File: src/rtl/down_counter_pkg.sv
// Shared types for the loadable down-counter/timer.
package down_counter_pkg;

  typedef enum logic {
    IDLE = 1'b0,
    RUN  = 1'b1
  } state_t;

endpackage : down_counter_pkg

File: src/rtl/down_counter_timer.sv
// Loadable down-counter/timer: counts a programmed value to zero on en,
// pulses tc at the terminal event, optionally reloads for periodic ticks.
module down_counter_timer
  import down_counter_pkg::*;
#(
  parameter int unsigned WIDTH = 4
) (
  input  logic             clk,
  input  logic             rst_n,
  input  logic             load,
  input  logic [WIDTH-1:0] load_val,
  input  logic             start,
  input  logic             stop,
  input  logic             en,
  input  logic             auto_reload,
  output logic [WIDTH-1:0] count,
  output logic             busy,
  output logic             tc
);

  state_t           state_q;
  state_t           state_nxt;
  logic [WIDTH-1:0] reload_q;
  logic [WIDTH-1:0] reload_nxt;
  logic [WIDTH-1:0] count_nxt;
  logic [WIDTH-1:0] eff_val;
  logic             tc_nxt;

  // State and output registers
  always_ff @(posedge clk or negedge rst_n) begin
    if (!rst_n) begin
      state_q  <= IDLE;
      count    <= '0;
      reload_q <= '0;
      tc       <= 1'b0;
      busy     <= 1'b0;
    end else begin
      state_q  <= state_nxt;
      count    <= count_nxt;
      reload_q <= reload_nxt;
      tc       <= tc_nxt;
      busy     <= (state_nxt == RUN);
    end
  end

  // Next-state, next-count and terminal-count decode
  always_comb begin
    state_nxt  = state_q;
    count_nxt  = count;
    reload_nxt = reload_q;
    tc_nxt     = 1'b0;
    eff_val    = load ? load_val : count;

    unique case (state_q)
      IDLE: begin
        if (load) begin
          count_nxt  = load_val;
          reload_nxt = load_val;
        end
        if (start) begin
          // A zero-length timer fires tc without ever entering RUN
          if (eff_val != '0) begin
            state_nxt = RUN;
          end else begin
            tc_nxt = 1'b1;
          end
        end
      end

      RUN: begin
        if (load) begin
          reload_nxt = load_val;
        end
        if (stop) begin
          state_nxt = IDLE;
        end else if (en) begin
          if (count > WIDTH'(1)) begin
            count_nxt = count - WIDTH'(1);
          end else if (count == WIDTH'(1)) begin
            tc_nxt = 1'b1;
            if (auto_reload && (reload_q != '0)) begin
              count_nxt = reload_q;
            end else begin
              count_nxt = '0;
              state_nxt = IDLE;
            end
          end else begin
            // count==0 cannot occur in RUN; fall back to IDLE rather than wrap
            state_nxt = IDLE;
          end
        end
      end

      default: begin
        state_nxt = IDLE;
      end
    endcase
  end

endmodule : down_counter_timer
File: config.mk
export PLATFORM = sky130hd
export DESIGN_NAME = down_counter_timer
export DESIGN_NICKNAME = d
export VERILOG_FILES = /design/src/rtl/down_counter_pkg.sv /design/src/rtl/down_counter_timer.sv
export SDC_FILE = /design/constraint.sdc
export NUM_CORES = 1
export LEC_CHECK = 0
export CORE_MARGIN = 5
export CORE_UTILIZATION = 46
export DETAILED_ROUTE_END_ITERATION = 10
export GPL_TIMING_DRIVEN = 0
export HOLD_SLACK_MARGIN = 0.02
export PLACE_DENSITY = 0.82
export SYNTH_ARGS = -nofsm -noshare
export SYNTH_HDL_FRONTEND = slang
export SYNTH_SLANG_ARGS = --single-unit
File: constraint.sdc
create_clock -name clk -period 2 [get_ports clk]
set_input_delay 0.2 -clock clk [delete_from_list [all_inputs] [get_ports clk]]
set_output_delay 0.2 -clock clk [all_outputs]
set_load 0.1 [all_outputs]
==> impl_metrics.py, run 1 <==
metrics = {
    "global_routing": {
        "grt_use_total_pct": 15.7,
        "met3_usage_pct": 3.38,
        "grt-ovfl-total": 0,
        "grt_max_degree": 11,
        "use_met2_pct": 24.5,
        "use_met1_pct": 20.2,
        "grt_antenna_before_repair": 0,
        "grt_pass1_wl_um": 2490,
        "busiest_layer": "met2",
        "grt_pass1_vias": 606,
    },
    "synthesis": {
        "synth-seq-cells": 10,
        "syn_inst": 70,
        "synth_compound_area_share_pct": 20.2,
        "async_reset_ff_share_pct": 100,
        "syn_nets": 83,
        "muxShareOfSynthArea_pct": 9.81,
        "synth_cell_types": 33,
        "syn_area_um2": 663,
        "yosys_warnings": 0,
        "avgSynthCellArea_um2": 9.47,
        "synth_top_family_by_area": "simple AND/OR/NAND/NOR gates",
        "ys_seq_area_share_pct": 37.7,
        "synth_edf_count": 0,
        "synth_ff_type": "dfrtp_1",
        "synth_adder_area_share_pct": 3.77,
        "synth-simple-area-share_pct": 21.9,
        "synth_xor_area_share_pct": 0,
    },
    "route": {
        "drtPass1Iterations": 4,
        "routed-via-count": 615,
        "drtIter0Drc": 11,
        "ant_nets": 0,
        "via_per_inst": 5.91,
        "routed_wl_um": 1580,
        "drc": 0,
        "wl_per_cell_um": 15.2,
    },
    "sta": {
        "relSlewSlack_pct": 35.3,
        "finClkSkew_ps": 4.59,
        "tightestPinTransition_ps": 968,
        "hold_ws_ps": 235,
        "hold_viol": 0,
        "rsz0062_at_grt": "false",
        "finalSetupViolCount": 0,
        "fin_crit_ps": 1910,
        "fmax_ghz": 0.522,
        "finalSetupTns_ps": 0,
        "fin_crit_sh_pct": 95.7,
        "slew_violations": 0,
    },
    "cts": {
        "cts-root-buf": "clkbuf_4",
        "clock_latency_ps": 260,
        "cts_tree": "done",
        "ctsHoldBuffers": 0,
        "clk_pin_slew_worst_paths_ps": 60,
        "cts_buffer_depth": 2,
        "h-tree-depth": 1,
        "cts_sinks": 10,
        "cts_made_buffers": 3,
    },
    "placed_design": {
        "place_congestion": 0.871,
        "port_buffers": 15,
        "dp_hpwl_um": 1240,
    },
    "die": {
        "std_cell_rows": 13,
        "core-area_mm2": 0.00133,
        "initial_core_util_pct": 49.7,
        "io_pins": 17,
        "die_h_um": 48.0,
        "die_w_um": 48.0,
        "die_area_mm2": 0.00230,
    },
    "setup_path": {
        "cpLargestDelayFamily": "buffers and inverters",
        "critPathRequiredTime_ps": 1800,
        "crit_path_start": "tc",
        "path_cells": "clkdlybuf4s50_1",
        "path_max_fanout": 1,
        "arrival_ps": 1710,
        "worstSetupEndpointType": "output port",
        "cp_num_buf_inv": 1,
        "crit_type": "register to output port",
        "r2r_slack_ps": 260,
        "r2r-end": "count[3]",
        "ff2ff_path_depth": 5,
        "startpoint_type": "register",
        "max_stage_delay_ps": 1130,
        "crit_path_top_delay_cell": "clkdlybuf4s50_1",
        "timing.rr.start": "count[0]",
    },
    "outcome": {
        "status": "completed",
    },
    "power": {
        "p_total_mw": 1.42,
        "p_leak_nw": 0.382,
        "powerDensity_mw_per_mm2": 1650,
        "irDropWorstVdd_mv": 0.705,
    },
    "job": {
        "drv_cap": 0,
    },
    "min_path": {
        "hold_path_end": "reload_q[1]",
        "hold_path_class": "input pin to register",
        "hold_start": "load",
        "min_path_cells": 2,
    },
    "cells_and_area": {
        "final_common_cell": "clkdlybuf4s50_1",
        "final_cell_mix": "clkdlybuf4s50_1 (10), dfrtp_1 (8), inv_1 (5), nand2_1 (5)",
        "area_growth_pct": 29.4,
        "final_layout_size_suffix_gt1_share_pct": 13.5,
        "diodes": 0,
        "finish.net_count": 103,
        "final_util_pct": 64.4,
    },
}
worst max-delay path by stage:
stage          endpoint  depth (start not counted)  slack [ps]
2_1_floorplan  count[3]                          6          70
3_3_place_gp   count[2]                          1         180
3_5_place_dp   count[2]                          1         190
4_1_cts            busy                          1          10
5_1_grt              tc                          1          40
6_report             tc                          1          90
layout make-up:
cell class	instances	area, um^2
fillers	115	475
multi-input cells	53	369
flip-flops and latches	10	253
repair buffers	15	148
clock buffers	4	26.3
plain buffers	2	25.0
inverters	5	18.8
well taps	15	18.8
per-layer routing:
metal  up-vias  share of wire (%)
met5         -                  0
met4         0                1.4
met3         4                7.6
met2        29                 46
met1       280                 45
li1        302                  -
sequential cells by signal, summed over array words and instances (netlist names):
register / count
count: 4
state_q: 1
tc: 1
reload_q: 4
through the flow:
step                      setup slack (ps)  instances  instance area [um^2]
final                                 85.1        104                   858
after global routing                  44.3        104                   858
after CTS                             13.0        104                   856
after detailed placement               188        100                   835
after global placement                 179        100                   835
after floorplan                       65.7         70                   666
power breakdown:
part           leakage, nW  switching, mW  total (mW)  internal, mW
clock network       0.0150         0.0651       0.142        0.0770
registers            0.119         0.0875       0.354         0.267
logic                0.247          0.648       0.924         0.276
cell families (layout without fill, tap and decap cells):
family	Yosys count	in the layout
and+or+nand+nor	26	26
adders and majority gates	2	2
AOI/OAI and AO/OA	19	19
buffers and inverters	7	26
muxes	6	6
DFF	10	10
repair_timing:
action | in CTS | in global routing
gates cloned | 0 | 0
gates resized for setup | 4 | 1
endpoints found under the setup margin | 4 | 1
hold endpoints to repair | 0 | 0
buffers inserted | 0 | 0
cell usage after synthesis (all sizes together) (2+ instances only):
cell type | number | area share (%)
mux2 | 4 | 6.8
nand3 | 2 | 1.5
nand2 | 5 | 2.8
a21oi | 4 | 3.0
dfrtp | 10 | 38
ha | 2 | 3.8
mux2i | 2 | 3.0
nor2 | 4 | 2.3
o21ai | 4 | 3.0
nand2b | 4 | 3.8
or4 | 2 | 2.3
inv | 5 | 2.8
nor4 | 2 | 1.9
No activity file was read; power rests on OpenSTA's default activity.
==> run 2, diff against run 1 <==
--- a/config.mk
+++ b/config.mk
@@ -11,6 +11,7 @@
 export GPL_TIMING_DRIVEN = 0
 export HOLD_SLACK_MARGIN = 0.02
 export PLACE_DENSITY = 0.82
+export SLEW_MARGIN = 5
 export SYNTH_ARGS = -nofsm -noshare
 export SYNTH_HDL_FRONTEND = slang
 export SYNTH_SLANG_ARGS = --single-unit
==> results of run 2 <==
No change in the layout: final DEF, timing and power equal those of run 1.
